`src/rtl/carry_select_subtractor_pipe_pkg.sv`:
```
// Shared constants, types and helpers for the carry-select subtractor pipeline.
//   DEF_WIDTH / DEF_BLOCK : default operand width and borrow-select block size
//   nblk()                : number of borrow-select blocks for a given width/block
//   blk_cand_t            : candidate pair of one upper block (borrow-in 0 and 1)
package carry_select_subtractor_pipe_pkg;

  localparam int unsigned DEF_WIDTH = 8;
  localparam int unsigned DEF_BLOCK = 4;

  // Number of borrow-select blocks; WIDTH must divide evenly and give at least 2.
  function automatic int unsigned nblk(input int unsigned width, input int unsigned block);
    return width / block;
  endfunction

  // Candidate results of one block: diff0/bo0 assume borrow-in 0, diff1/bo1 borrow-in 1.
  // Field width is tied to DEF_BLOCK, so a pipeline instance must use BLOCK == DEF_BLOCK.
  typedef struct packed {
    logic [DEF_BLOCK-1:0] diff0;
    logic                 bo0;
    logic [DEF_BLOCK-1:0] diff1;
    logic                 bo1;
  } blk_cand_t;

endpackage

```
`src/rtl/carry_select_subtractor_pipe_if.sv`:
```
// Operand/result handshake bundle for the carry-select subtractor pipeline.
//   in_valid/in_ready   : operand beat handshake (a, b, bin)
//   out_valid/out_ready : result beat handshake (diff, bout, ovf)
// master = producer of operands and consumer of results, slave = the pipeline.
interface carry_select_subtractor_pipe_if #(
  parameter int unsigned WIDTH = carry_select_subtractor_pipe_pkg::DEF_WIDTH
);
  logic             in_valid;
  logic             in_ready;
  logic [WIDTH-1:0] a;
  logic [WIDTH-1:0] b;
  logic             bin;
  logic             out_valid;
  logic             out_ready;
  logic [WIDTH-1:0] diff;
  logic             bout;
  logic             ovf;

  modport master (
    output in_valid, a, b, bin, out_ready,
    input  in_ready, out_valid, diff, bout, ovf
  );

  modport slave (
    input  in_valid, a, b, bin, out_ready,
    output in_ready, out_valid, diff, bout, ovf
  );
endinterface

```
`src/rtl/carry_select_subtractor_pipe_csel_sub_block.sv`:
```
// Combinational BLOCK-bit subtractor producing both candidate results.
//   i_a, i_b : block slices of minuend and subtrahend
//   o_cand   : {diff, borrow} for borrow-in 0 and for borrow-in 1
module csel_sub_block
  import carry_select_subtractor_pipe_pkg::*;
#(
  parameter int unsigned BLOCK = DEF_BLOCK
) (
  input  logic [BLOCK-1:0] i_a,
  input  logic [BLOCK-1:0] i_b,
  output blk_cand_t        o_cand
);

  localparam int unsigned BW1 = BLOCK + 1;

  // Extra top bit goes to 1 exactly when the block result is negative, i.e. a borrow.
  logic [BLOCK:0] w_d0;
  logic [BLOCK:0] w_d1;

  assign w_d0 = {1'b0, i_a} - {1'b0, i_b};
  assign w_d1 = w_d0 - BW1'(1);

  assign o_cand.diff0 = w_d0[BLOCK-1:0];
  assign o_cand.bo0   = w_d0[BLOCK];
  assign o_cand.diff1 = w_d1[BLOCK-1:0];
  assign o_cand.bo1   = w_d1[BLOCK];

endmodule

```
`src/rtl/carry_select_subtractor_pipe.sv`:
```
// Two-stage pipelined borrow-select subtractor: diff = a - b - bin (mod 2^WIDTH).
//   clk  : rising-edge clock
//   rst  : synchronous active-high reset, drops all in-flight beats
//   bus  : slave side of the operand/result handshake bundle
// Stage 1 resolves block 0 and precomputes both candidates of every upper block.
// Stage 2 ripples the selected borrow upward and registers diff/bout/ovf.
module carry_select_subtractor_pipe
  import carry_select_subtractor_pipe_pkg::*;
#(
  parameter int unsigned WIDTH = DEF_WIDTH,
  parameter int unsigned BLOCK = DEF_BLOCK
) (
  input  logic                          clk,
  input  logic                          rst,
  carry_select_subtractor_pipe_if.slave bus
);

  localparam int unsigned NBLK = nblk(WIDTH, BLOCK);
  localparam int unsigned MSB  = WIDTH - 1;
  localparam int unsigned BW1  = BLOCK + 1;

  // Stage 1 registers
  logic             r_s1_valid;
  logic [BLOCK-1:0] r_s1_lo_diff;
  logic             r_s1_lo_bo;
  blk_cand_t        r_s1_cand [NBLK-1:1];
  logic             r_s1_sa;
  logic             r_s1_sb;

  // Stage 2 registers
  logic             r_s2_valid;
  logic [WIDTH-1:0] r_s2_diff;
  logic             r_s2_bout;
  logic             r_s2_ovf;

  logic             w_s2_adv;
  logic             w_in_xfer;
  logic [BLOCK:0]   w_lo;
  blk_cand_t        w_cand [NBLK-1:1];
  logic [WIDTH-1:0] w_sel_diff;
  logic             w_sel_bout;
  logic             w_sel_ovf;

  // Handshake: stage 2 accepts when empty or draining; stage 1 refills behind it.
  assign w_s2_adv     = r_s1_valid && (!r_s2_valid || bus.out_ready);
  assign bus.in_ready = !r_s1_valid || w_s2_adv;
  assign w_in_xfer    = bus.in_valid && bus.in_ready;

  // Block 0 sees the real borrow-in, so it needs only one result.
  assign w_lo = {1'b0, bus.a[BLOCK-1:0]} - {1'b0, bus.b[BLOCK-1:0]} - BW1'(bus.bin);

  for (genvar k = 1; k < NBLK; k++) begin : g_blk
    csel_sub_block #(.BLOCK(BLOCK)) u_blk (
      .i_a    (bus.a[k*BLOCK +: BLOCK]),
      .i_b    (bus.b[k*BLOCK +: BLOCK]),
      .o_cand (w_cand[k])
    );
  end

  // Borrow select ripple: each block's chosen borrow-out picks the next block's candidate.
  always_comb begin
    w_sel_diff              = '0;
    w_sel_bout              = r_s1_lo_bo;
    w_sel_diff[BLOCK-1:0]   = r_s1_lo_diff;
    for (int unsigned k = 1; k < NBLK; k++) begin
      if (w_sel_bout) begin
        w_sel_diff[k*BLOCK +: BLOCK] = r_s1_cand[k].diff1;
        w_sel_bout                   = r_s1_cand[k].bo1;
      end else begin
        w_sel_diff[k*BLOCK +: BLOCK] = r_s1_cand[k].diff0;
        w_sel_bout                   = r_s1_cand[k].bo0;
      end
    end
  end

  assign w_sel_ovf = (r_s1_sa != r_s1_sb) && (w_sel_diff[MSB] != r_s1_sa);

  // Stage 1: load on input transfer, empty when it advances without a refill.
  always_ff @(posedge clk) begin
    if (rst) begin
      r_s1_valid   <= 1'b0;
      r_s1_lo_diff <= '0;
      r_s1_lo_bo   <= 1'b0;
      r_s1_sa      <= 1'b0;
      r_s1_sb      <= 1'b0;
      for (int unsigned k = 1; k < NBLK; k++) begin
        r_s1_cand[k] <= '0;
      end
    end else if (w_in_xfer) begin
      r_s1_valid   <= 1'b1;
      r_s1_lo_diff <= w_lo[BLOCK-1:0];
      r_s1_lo_bo   <= w_lo[BLOCK];
      r_s1_sa      <= bus.a[MSB];
      r_s1_sb      <= bus.b[MSB];
      for (int unsigned k = 1; k < NBLK; k++) begin
        r_s1_cand[k] <= w_cand[k];
      end
    end else if (w_s2_adv) begin
      r_s1_valid <= 1'b0;
    end
  end

  // Stage 2: load on advance, empty on output transfer without advance; data holds otherwise.
  always_ff @(posedge clk) begin
    if (rst) begin
      r_s2_valid <= 1'b0;
      r_s2_diff  <= '0;
      r_s2_bout  <= 1'b0;
      r_s2_ovf   <= 1'b0;
    end else if (w_s2_adv) begin
      r_s2_valid <= 1'b1;
      r_s2_diff  <= w_sel_diff;
      r_s2_bout  <= w_sel_bout;
      r_s2_ovf   <= w_sel_ovf;
    end else if (bus.out_ready) begin
      r_s2_valid <= 1'b0;
    end
  end

  assign bus.out_valid = r_s2_valid;
  assign bus.diff      = r_s2_diff;
  assign bus.bout      = r_s2_bout;
  assign bus.ovf       = r_s2_ovf;

endmodule

```
`src/flat_wrapper.sv`:
```
// flat-port wrapper written by rule: the top's interface ports become plain ports
module carry_select_subtractor_pipe_flat import carry_select_subtractor_pipe_pkg::*;
#(
  parameter int unsigned WIDTH = DEF_WIDTH,
  parameter int unsigned BLOCK = DEF_BLOCK
)
  (clk, rst, bus_in_valid, bus_a, bus_b, bus_bin, bus_out_ready, bus_in_ready, bus_out_valid, bus_diff, bus_bout, bus_ovf);
  carry_select_subtractor_pipe_if #(.WIDTH(WIDTH)) bus_i ();
  input  logic clk;
  input  logic rst;
  input wire logic [$bits(bus_i.in_valid)-1:0] bus_in_valid;
  input wire logic [$bits(bus_i.a)-1:0] bus_a;
  input wire logic [$bits(bus_i.b)-1:0] bus_b;
  input wire logic [$bits(bus_i.bin)-1:0] bus_bin;
  input wire logic [$bits(bus_i.out_ready)-1:0] bus_out_ready;
  output wire logic [$bits(bus_i.in_ready)-1:0] bus_in_ready;
  output wire logic [$bits(bus_i.out_valid)-1:0] bus_out_valid;
  output wire logic [$bits(bus_i.diff)-1:0] bus_diff;
  output wire logic [$bits(bus_i.bout)-1:0] bus_bout;
  output wire logic [$bits(bus_i.ovf)-1:0] bus_ovf;
  assign bus_i.in_valid = bus_in_valid;
  assign bus_i.a = bus_a;
  assign bus_i.b = bus_b;
  assign bus_i.bin = bus_bin;
  assign bus_i.out_ready = bus_out_ready;
  assign bus_in_ready = bus_i.in_ready;
  assign bus_out_valid = bus_i.out_valid;
  assign bus_diff = bus_i.diff;
  assign bus_bout = bus_i.bout;
  assign bus_ovf = bus_i.ovf;
  carry_select_subtractor_pipe #(.WIDTH(WIDTH), .BLOCK(BLOCK)) u_core (.clk(clk), .rst(rst), .bus(bus_i));
endmodule
```
`config.mk`:
```
export PLATFORM = sky130hd
export DESIGN_NAME = carry_select_subtractor_pipe_flat
export DESIGN_NICKNAME = d
export VERILOG_FILES = /design/src/rtl/carry_select_subtractor_pipe_pkg.sv /design/src/rtl/carry_select_subtractor_pipe_if.sv /design/src/rtl/carry_select_subtractor_pipe_csel_sub_block.sv /design/src/rtl/carry_select_subtractor_pipe.sv /design/src/flat_wrapper.sv
export SDC_FILE = /design/constraint.sdc
export NUM_CORES = 1
export LEC_CHECK = 0
export CORE_ASPECT_RATIO = 0.5
export CORE_MARGIN = 4
export CORE_UTILIZATION = 45
export DETAILED_ROUTE_END_ITERATION = 8
export PLACE_DENSITY_LB_ADDON = 0.3
export SETUP_SLACK_MARGIN = 0.15
export SYNTH_ARGS = -nofsm -noshare
export SYNTH_HDL_FRONTEND = slang
export SYNTH_SLANG_ARGS = --single-unit
```
`constraint.sdc`:
```
create_clock -name clk -period 2.2 [get_ports clk]
set_input_delay 0.44 -clock clk [delete_from_list [all_inputs] [get_ports clk]]
set_output_delay 0.44 -clock clk [all_outputs]
set_load 0.01 [all_outputs]
```
Word level (Yosys, flattened, before mapping)
Memories as Yosys holds them, arrays and structs flattened. Index checks and enable logic that the tools add are counted.

Bits in writable memories: 10. Output and inout bits: 12. Memories kept: 1. Word-level logic and storage cells: 38. Memory bits (read-only): 0. Latch bits: 0. Register bits after elaboration: 19. Input bits: 21.

Memories: u_core.r_s1_cand (words 1, bits a word 10, rd ports 1, clocked after memory_dff 0, wr ports 1, RTL line carry_select_subtractor_pipe.sv:26) `blk_cand_t r_s1_cand [NBLK-1:1];`.

Bitwise logic cells: 1. Equality and inequality tests: 2. Mux-type cells: 12. Order comparisons: 0. Divide/modulo/power cells: 0. Reduce and logical (&&, ||, !) cells: 9. Add/subtract/negate cells: 4. Shift operators: 0. $mul: 0.

Operators with widths (count): $mux 1 (10); $mux 10 (1); $sub 4x4->5 (2); $sub 5x1->5 (1); $sub 5x1->5 const B (1); $mux 4 (1); $reduce_bool 2->1 (2); $logic_and 1x1->1 (3); $logic_not 1->1 (2); $logic_or 1x1->1 (2); $ne 1x1->1 (2); $or 1x1->1 (1).

Depth between registers and ports, before layout
Gate-level depths: netlist of the first run.

Word-level depth: 9. Depth in mapped cells: 9. Mapped depth without buffers: 9.

Hierarchy
Synthesis of the first run repeated with hierarchy kept, for this count alone.

Cell total of the unflattened synthesis: 148. Area total of the unflattened synthesis: 1525.2 sq um.

By module, submodules not included: carry_select_subtractor_pipe (area each 1295.0 sq um, times used 1, sequential area each 680.7 sq um, cells each 118); csel_sub_block (area each 230.2 sq um, times used 1, sequential area each 0.0 sq um, cells each 30).

Worst setup path before layout of the first run
No wires, ideal clock.

Path type: input -> register. Start point: in bus_a[4]. End point: mem u_core.r_s1_cand[1][0] (netlist bit) (data pin). Cell stages on the path: 9. Buffers on the path: 0. Data required time: 1.938 ns. Library setup time: 0.262 ns. Path slack: 0.101 ns. Arrival: 1.836 ns. Path through: inv_1 > ha_1 > inv_1 > fa_1 > inv_1 > ha_1 > a31o_2 > a31oi_1 > o31ai_1.

RTL lines: start, declared (RTL line flat_wrapper.sv:12) `input wire logic [$bits(bus_i.a)-1:0] bus_a;`; end, declared (RTL line carry_select_subtractor_pipe.sv:26).

==> flow_summary.rst, run 1 <==
.. list-table::
   :header-rows: 1

   * - Metric
     - Value
   * - Power density over the cells
     - roughly 660 nW/um^2
   * - Most numerous cell on the critical path
     - sky130_fd_sc_hd__inv_2
   * - Setup TNS
     - 0 ns
   * - Vias after detailed routing
     - 1220
   * - Startpoint-to-endpoint class of the critical path
     - in2reg
   * - Die W
     - 90.5 microns
   * - Layout cell share with drive strength beyond 1
     - 0.189
   * - Share of synthesized area occupied by flip-flops and latches
     - 0.445
   * - Starting utilization of the core area
     - 0.491
   * - Type of the most critical hold path
     - reg2reg
   * - Slowest-stage cell, CP
     - sky130_fd_sc_hd__fa_1
   * - Global-route wire length before repair
     - ~5.2 mm
   * - Most common library cell in the layout ignoring fill and taps
     - sky130_fd_sc_hd__clkdlybuf4s50_1
   * - Cell area after synthesis
     - between 1500 and 2000 sq um
   * - Pin count of the biggest net entering global routing
     - 17
   * - Number of antenna diodes
     - 0
   * - Post-synth EDFFs
     - 10
   * - Number of antenna violations at the first check in global routing
     - 0
   * - CP cell instances
     - dlygate4sd2_1 > ha_2 > inv_2 > fa_1 > inv_2 > ha_4 > a31o_4 > a31oi_1 > o31ai_1
   * - Congestion Overflow GR
     - 0
   * - Total of warnings raised by yosys
     - 0
   * - Clock slew at reported path FFs
     - around 0.06 ns
   * - Number of failing hold endpoints at the final stage
     - 0
   * - Std-Cell Rows
     - 14
   * - Nature of the critical path endpoint
     - register
   * - GRT Overall Usage
     - 0.146
   * - Via count of the first global-routing pass
     - 1200
   * - Routability-driven placement congestion ratio
     - 0.759
   * - Sum of internal, switching and leakage power
     - ~1400 uW
   * - Clock Sink Count
     - 29
   * - RSZ-0062 raised after global routing
     - yes
   * - Data arrival time of the critical path
     - a little over 2 ns
   * - I/O pin count
     - 33
   * - P_sw
     - about 360 uW
   * - Post-Syn Nets
     - roughly 190
   * - DRC errors left
     - 0
   * - Tightest Pin Transition
     - ~0.36 ns
   * - Final layout net count
     - between 200 and 250
   * - Commonest cells after routing, fill and taps aside
     - 24 x sky130_fd_sc_hd__clkdlybuf4s50_1, 19 x sky130_fd_sc_hd__nor2_1, 19 x sky130_fd_sc_hd__dfxtp_1
   * - Die footprint
     - approximately 4500 sq um
   * - Number of register bits inferred by synthesis
     - 29
   * - Area of the core
     - 3120 sq um
   * - Max capacitance violation total
     - 0
   * - P&R area growth vs syn
     - 39.0%
   * - Wire length reported by the detailed router
     - 3.15 mm
   * - Synthesized netlist cell count
     - around 150
   * - Number of setup violations in the final report
     - 0
   * - Worst clock skew
     - 0.00651 ns
   * - First DRT Iteration DRCs
     - 75
   * - Cell-internal power
     - 1040 uW
   * - DRT Pass-1 Iters
     - 5
   * - Part of the power in the clock network
     - 0.316
   * - Worst max-slew margin expressed relative to the limit
     - 0.759
   * - Number of levels in the clock H-tree
     - 2
   * - Post-CTS Hold Fix Bufs
     - 0
   * - Number of pins exceeding their max-slew limit in the final report
     - 0
   * - # port buffers
     - 32
   * - Avg Vias per Cell
     - 5.06
   * - Worst-Skew Late Latency
     - approximately 0.28 ns
   * - Maximum ir drop on the vdd rail
     - 0.000261 V
   * - Final ANT Viol Nets
     - 0
   * - Leak pwr
     - between 0.0009 and 0.001 uW
   * - CTS max path bufs
     - 2
   * - Share of flip-flops with an asynchronous set or reset after synthesis
     - 0
   * - Average instance area after synthesis
     - 10.1 sq um
   * - Main synth FF type
     - sky130_fd_sc_hd__dfxtp_1
   * - Number of different library cells in the post-synthesis netlist
     - 34
   * - Required time of the critical path
     - between 2 and 2.5 ns
   * - Logic gate share of total power
     - 0.238
   * - Delay of the slowest cell on the worst path
     - 0.48 ns
   * - Element type at the critical path start
     - input pin
   * - Routed wire length per instance
     - 13.1 microns
   * - Part of the total power dissipated in sequential elements
     - 0.446
   * - Fin Hold WS
     - approximately 0.47 ns
   * - Clk root buf
     - sky130_fd_sc_hd__clkbuf_8
   * - Fmax
     - 496 MHz
   * - Time the final worst path needs with I/O delays and setup
     - roughly 2 ns
   * - TritonCTS buffer count
     - 5
   * - Share of the clock period used by the worst path
     - 0.916
   * - Switching share of power
     - 0.259
   * - TritonCTS clock tree
     - done
   * - Highest fanout seen on the critical path
     - 4
   * - Post-DP HPWL
     - approximately 2.4 mm
   * - Status
     - finished, final reports clean
   * - Chip Height
     - between 40 and 50 microns
## per-stage QoR
step | instance area (sq um) | util | cells | setup WS (ns)
CTS | 2100 | 0.673 | 240 | 0.0741
detailed placement | 1980 | 0.634 | 231 | -0.372
global placement | 1980 | 0.634 | 231 | -0.300
floorplan | 1540 | - | 151 | 0.157
global route | 2130 | 0.682 | 241 | 0.134
finish | 2130 | 0.682 | 241 | 0.185
## cell usage after synthesis, types with 2 or more instances
library cell | n | area, sq um
sky130_fd_sc_hd__o21ai_0 | 6 | 30.0
sky130_fd_sc_hd__a211oi_1 | 6 | 45.0
sky130_fd_sc_hd__a21oi_1 | 5 | 25.0
sky130_fd_sc_hd__a22o_1 | 2 | 17.5
sky130_fd_sc_hd__xnor2_1 | 5 | 43.8
sky130_fd_sc_hd__ha_1 | 11 | 138
sky130_fd_sc_hd__mux2i_1 | 10 | 100
sky130_fd_sc_hd__nand3b_1 | 3 | 22.5
sky130_fd_sc_hd__nand3_1 | 2 | 10.0
sky130_fd_sc_hd__nand2_1 | 8 | 30.0
sky130_fd_sc_hd__nand2b_1 | 5 | 31.3
sky130_fd_sc_hd__dfxtp_1 | 19 | 380
sky130_fd_sc_hd__buf_2 | 2 | 10.0
sky130_fd_sc_hd__fa_1 | 3 | 60.1
sky130_fd_sc_hd__and2_1 | 2 | 12.5
sky130_fd_sc_hd__nor2_1 | 19 | 71.3
sky130_fd_sc_hd__edfxtp_1 | 10 | 300
sky130_fd_sc_hd__inv_1 | 17 | 63.8
## kinds of logic after synthesis
family / after synthesis / share of synthesized area
simple gates: 44 / 0.140
flops: 29 / 0.445
compound gates: 26 / 0.119
buf+inv: 22 / 0.0630
fa+ha+maj: 14 / 0.129
mux: 10 / 0.0654
xor+xnor: 6 / 0.0392
## power by group through the flow
stage                     clock network [uW]  logic, uW  registers, uW
after floorplan                            0        185            633
after global placement                     0        300            634
after detailed placement                   0        308            637
after CTS                                451        325            625
after global routing                     479        366            631
final                                    443        334            625
## metal layers
layer / GRT usage / vias up / wire, microns
li1: - / 609 / -
met1: 0.187 / 553 / 1560
met2: 0.238 / 53 / 1340
met3: 0.0354 / 5 / 205
met4: 0.0609 / 0 / 38
met5: 0 / - / 0
## path summary, 6_finish.rpt
| check | startpoint | end | slack (ns) | cells after the start |
|---|---|---|---|---|
| setup reg to reg | u_core.bus.out_valid | u_core.r_s1_cand[1][9] | 0.80 | 6 |
| hold / removal | u_core.r_s1_valid | u_core.bus.out_valid | 0.47 | 2 |
| setup / recovery | bus_b[4] | u_core.r_s1_cand[1][0] | 0.18 | 9 |
| hold reg to reg | u_core.r_s1_valid | u_core.bus.out_valid | 0.47 | 2 |
## critical path, delay by kind of cell
family | cells | cell delay (ns)
AOI/OAI and AO/OA | 3 | 0.48
adders and majority gates | 3 | 0.82
buffers and inverters | 3 | 0.30
## flip-flops by register name, summed over array words and instances, names as in the netlist
name and cells:
u_core.r_s1_sa 1, u_core.bus.diff 8, u_core.bus.ovf 1, u_core.r_s1_cand 10, u_core.bus.out_valid 1, u_core.r_s1_lo_diff 4, u_core.r_s1_valid 1, u_core.bus.bout 1
u_core.r_s1_sb 1, u_core.r_s1_lo_bo 1
## area by class of cell
| class | count | area [sq um] |
|---|---|---|
| multi-input combinational | 100 | 800 |
| timing repair buffer | 47 | 443 |
| tap | 40 | 50.0 |
| clock buffer | 8 | 90.1 |
| inverter | 17 | 63.8 |
| fill | 252 | 991 |
| sequential | 29 | 681 |
## timing repair
item                                    4_1_cts  5_1_grt
endpoints found under the setup margin        6        5
resized for setup                            12       10
buffers inserted                              1        1
pin swaps                                     6       10
No activity file was read; power rests on OpenSTA's default activity.
==> run 2, diff against run 1 <==
--- a/config.mk
+++ b/config.mk
@@ -9,8 +9,9 @@
 export CORE_MARGIN = 4
 export CORE_UTILIZATION = 45
 export DETAILED_ROUTE_END_ITERATION = 8
-export PLACE_DENSITY_LB_ADDON = 0.3
+export PLACE_DENSITY = 0.75
 export SETUP_SLACK_MARGIN = 0.15
 export SYNTH_ARGS = -nofsm -noshare
 export SYNTH_HDL_FRONTEND = slang
+export SYNTH_HIERARCHICAL = 1
 export SYNTH_SLANG_ARGS = --single-unit
==> flow_summary.rst, run 2 <==
.. list-table::
   :header-rows: 1

   * - Metric
     - Value
   * - Commonest cells after routing, fill and taps aside
     - 23 x sky130_fd_sc_hd__clkdlybuf4s50_1, 19 x sky130_fd_sc_hd__dfxtp_1, 16 x sky130_fd_sc_hd__inv_1
   * - Number of levels in the clock H-tree
     - 2 (unchanged)
   * - Status
     - finished, final reports clean
   * - Register-to-register setup slack
     - 0.76 ns (-0.04 ns)
   * - Chip Height
     - 49.2 microns (-0.14%)
   * - Number of different library cells in the post-synthesis netlist
     - 29 (-15%)
   * - Count leader, synth
     - sky130_fd_sc_hd__inv_1
   * - Inst Count DP
     - 228 (-1.3%)
   * - Dominant cell type by area after synthesis
     - sky130_fd_sc_hd__dfxtp_1
   * - Data arrival time of the critical path
     - 2.04 ns (about the same)
   * - Sum of internal, switching and leakage power
     - 1360 uW (-2.8%)
   * - Required time of the critical path
     - 2.23 ns (about the same)
   * - Share of the clock period used by the worst path
     - 0.909 (-0.00648)
   * - Post-CTS Hold Fix Bufs
     - 0 (unchanged)
   * - P&R area growth vs syn
     - 40.6%
   * - Max capacitance violation total
     - 0 (unchanged)
   * - Number of setup violations in the final report
     - 0 (unchanged)
   * - Pin count of the biggest net entering global routing
     - 18 (+1)
   * - Startpoint-to-endpoint class of the critical path
     - in2reg
   * - Via count of the first global-routing pass
     - 1137 (-5.3%)
   * - Number of antenna diodes
     - 0 (unchanged)
   * - Worst max-slew margin expressed relative to the limit
     - 0.695 (-0.0636)
   * - DRT Pass-1 Iters
     - 4 (-1)
   * - Synth cell count leaders
     - 21 x sky130_fd_sc_hd__inv_1, 19 x sky130_fd_sc_hd__dfxtp_1, 11 x sky130_fd_sc_hd__and2_1, 11 x sky130_fd_sc_hd__ha_1, 11 x sky130_fd_sc_hd__nand2_1
   * - Hold Path End
     - u_core/bus.diff[2]
   * - Part of the power in the clock network
     - 0.297 (-0.019)
   * - Clock slew at reported path FFs
     - 0.06 ns (about the same)
   * - RSZ-0062 raised after global routing
     - yes
   * - Hold Path Origin
     - u_core/bus.diff[2]
   * - Post-synth EDFFs
     - 10 (unchanged)
   * - Nature of the critical path endpoint
     - register
   * - Main synth FF type
     - sky130_fd_sc_hd__dfxtp_1
   * - Highest fanout seen on the critical path
     - 3 (-1)
   * - Cell area after synthesis
     - 1530 sq um (-0.33%)
   * - Cell depth of the worst min-delay path
     - 2 (unchanged)
   * - Post-route non-filler standard cell count
     - 237 (-1.7%)
   * - Top reg by flops
     - u_core/r_s1_cand
   * - TritonCTS clock tree
     - done
   * - Power density over the cells
     - 636 nW/um^2 (-3.6%)
   * - DRC errors left
     - 0 (unchanged)
   * - Post-DP HPWL
     - 2.24 mm (-8.6%)
   * - Congestion Overflow GR
     - 0 (unchanged)
   * - Leak pwr
     - 0.000907 uW (-0.81%)
   * - First DRT Iteration DRCs
     - 36 (-52%)
   * - Fmax
     - 500 MHz (+0.71%)
   * - TritonCTS buffer count
     - 5 (unchanged)
   * - Routability-driven placement congestion ratio
     - 0.693 (-8.7%)
   * - P_sw
     - 362 uW (-0.24%)
   * - I/O pin count
     - 33 (unchanged)
   * - Layout cell share with drive strength beyond 1
     - 0.218 (+0.0292)
   * - Clk root buf
     - sky130_fd_sc_hd__clkbuf_8
   * - Total of warnings raised by yosys
     - 6 (+6)
   * - Average instance area after synthesis
     - 10.3 sq um (+1.7%)
   * - Share of flip-flops with an asynchronous set or reset after synthesis
     - 0 (unchanged)
   * - Flip-flop count of the largest register after layout
     - 10 (unchanged)
   * - # port buffers
     - 32 (unchanged)
   * - Worst clock skew
     - 0.00576 ns (-0.000751 ns)
   * - Global-route wire length before repair
     - 4.87 mm (-6.5%)
   * - Biggest area contributors in the synthesized netlist
     - sky130_fd_sc_hd__dfxtp_1 25%, sky130_fd_sc_hd__edfxtp_1 20%, sky130_fd_sc_hd__ha_1 9.0%
   * - Number of antenna violations at the first check in global routing
     - 0 (unchanged)
   * - Area of the core
     - 3120 sq um (unchanged)
   * - Cell-internal power
     - 1000 uW (-3.6%)
   * - Wire length reported by the detailed router
     - 2.89 mm (-8.3%)
   * - Tightest Pin Transition
     - 0.457 ns (+0.0957 ns)
   * - Endpoint of the worst-slack reg-to-reg timing path
     - u_core/bus.ovf
   * - Starting utilization of the core area
     - 0.489 (-0.00161)
   * - Type of the most critical hold path
     - reg2reg
   * - Final layout net count
     - 231 (-1.7%)
   * - Logic gate share of total power
     - 0.244 (+0.006)
   * - Number of failing hold endpoints at the final stage
     - 0 (unchanged)
   * - Element type at the critical path start
     - input pin
   * - GRT Overall Usage
     - 0.143 (-0.00285)
   * - Post-synth top area share
     - 0.249 (+0.000816)
   * - Synthesized netlist cell count
     - 148 (-2.0%)
   * - Worst reg2reg startpoint
     - u_core/r_s1_lo_bo
   * - Clock Sink Count
     - 29 (unchanged)
   * - Routed wire length per instance
     - 12.2 microns (-6.7%)
   * - Number of register bits inferred by synthesis
     - 29 (unchanged)
   * - Post-Syn Nets
     - 183 (-1.6%)
   * - CTS max path bufs
     - 2 (unchanged)
   * - Cells on worst reg2reg path
     - 3 (-3)
   * - Maximum ir drop on the vdd rail
     - 0.000251 V (-4.0%)
   * - Vias after detailed routing
     - 1153 (-5.5%)
   * - Part of the total power dissipated in sequential elements
     - 0.459 (+0.013)
   * - Avg Vias per Cell
     - 4.86 (-3.9%)
   * - Switching share of power
     - 0.265 (+0.00672)
   * - Die footprint
     - 4440 sq um (-0.29%)
   * - Share of synthesized area occupied by flip-flops and latches
     - 0.446 (+0.00146)
   * - Std-Cell Rows
     - 14 (unchanged)
   * - Most common library cell in the layout ignoring fill and taps
     - sky130_fd_sc_hd__clkdlybuf4s50_1
   * - Final ANT Viol Nets
     - 0 (unchanged)
   * - Number of pins exceeding their max-slew limit in the final report
     - 0 (unchanged)
   * - Die W
     - 90.3 microns (-0.14%)
   * - Time the final worst path needs with I/O delays and setup
     - 2.00 ns (-0.0143 ns)
   * - Worst-Skew Late Latency
     - 0.28 ns (about the same)
run 2: cell type report:
| cell class | count | area [sq um] |
|---|---|---|
| fill | 257 | 973 |
| multi-input combinational | 93 | 825 |
| sequential | 29 | 681 |
| timing repair buffer | 46 | 422 |
| inverter | 21 | 86.3 |
| clock buffer | 5 | 68.8 |
| tap | 40 | 50.0 |
| clock inverter | 3 | 12.5 |
run 2: per-layer routing:
metal,wire (microns),up-vias,track usage,share of wire
li1,-,593,-,-
met1,1180,517,0.142,0.41
met2,1470,34,0.262,0.51
met3,171,9,0.0524,0.059
met4,68,0,0.0838,0.024
met5,0,-,0,0
run 2: worst max-delay path by stage:
stage / to / slack (ns) / cells past startpoint / startpoint
2_1_floorplan: u_core/r_s1_cand[1][0] / 0.04 / 8 / bus_a[4]
3_3_place_gp: u_core/r_s1_cand[1][0] / -0.54 / 9 / bus_a[4]
3_5_place_dp: u_core/r_s1_cand[1][0] / -0.61 / 9 / bus_a[4]
6_report: u_core/r_s1_cand[1][0] / 0.20 / 8 / bus_b[4]
5_1_grt: u_core/r_s1_cand[1][0] / 0.14 / 8 / bus_a[5]
4_1_cts: u_core/r_s1_cand[1][0] / 0.14 / 8 / bus_b[4]
run 2: through the flow:
step	instance area, sq um	worst slack (ns)	setup TNS [ns]	hold slack (ns)	utilization
finish	2140	0.199	0	0.453	0.688
global route	2140	0.142	0	0.465	0.688
CTS	2110	0.139	0	0.455	0.676
detailed placement	1990	-0.613	-2.77	0.447	0.638
global placement	1990	-0.537	-2.39	0.443	0.638
floorplan	1550	0.0394	0	0.432	-
run 2: critical path, cell delays in order:
cell	delay, ns
sky130_fd_sc_hd__buf_2	0.11
sky130_fd_sc_hd__ha_4	0.15
sky130_fd_sc_hd__fa_2	0.56
sky130_fd_sc_hd__ha_4	0.14
sky130_fd_sc_hd__nand3b_1	0.09
sky130_fd_sc_hd__mux2_4	0.28
sky130_fd_sc_hd__xnor2_1	0.11
sky130_fd_sc_hd__and2_1	0.14
run 2: cells by family (layout without fill, tap and decap cells):
family	count (synthesis)	after routing	share of synthesized area
buf+inv	26	75	0.0705
flops	29	29	0.446
fa+ha+maj	14	14	0.130
mux	6	6	0.0402
xor+xnor	9	9	0.0566
compound gates	25	25	0.117
simple gates	39	39	0.139
run 2: power groups by stage:
stage / sequential [uW] / clock [uW] / combinational [uW]
final: 625 / 405 / 333
after global routing: 631 / 438 / 371
after CTS: 625 / 412 / 320
after detailed placement: 637 / 0 / 303
after global placement: 634 / 0 / 293
after floorplan: 633 / 0 / 181
run 2: timing repair:
item,4_1_cts,5_1_grt
gates resized for setup,27,7
endpoints found under the setup margin,8,2
endpoints found under the hold margin,0,0
pin swaps,8,3
setup buffers,0,1
==> run 3, diff against run 2 <==
--- a/config.mk
+++ b/config.mk
@@ -8,7 +8,9 @@
 export CORE_ASPECT_RATIO = 0.5
 export CORE_MARGIN = 4
 export CORE_UTILIZATION = 45
+export CTS_CLUSTER_SIZE = 16
 export DETAILED_ROUTE_END_ITERATION = 8
+export HOLD_SLACK_MARGIN = 0.05
 export PLACE_DENSITY = 0.75
 export SETUP_SLACK_MARGIN = 0.15
 export SYNTH_ARGS = -nofsm -noshare
==> results of run 3 <==
The final DEF is identical to that of run 2; final timing and power are the same.
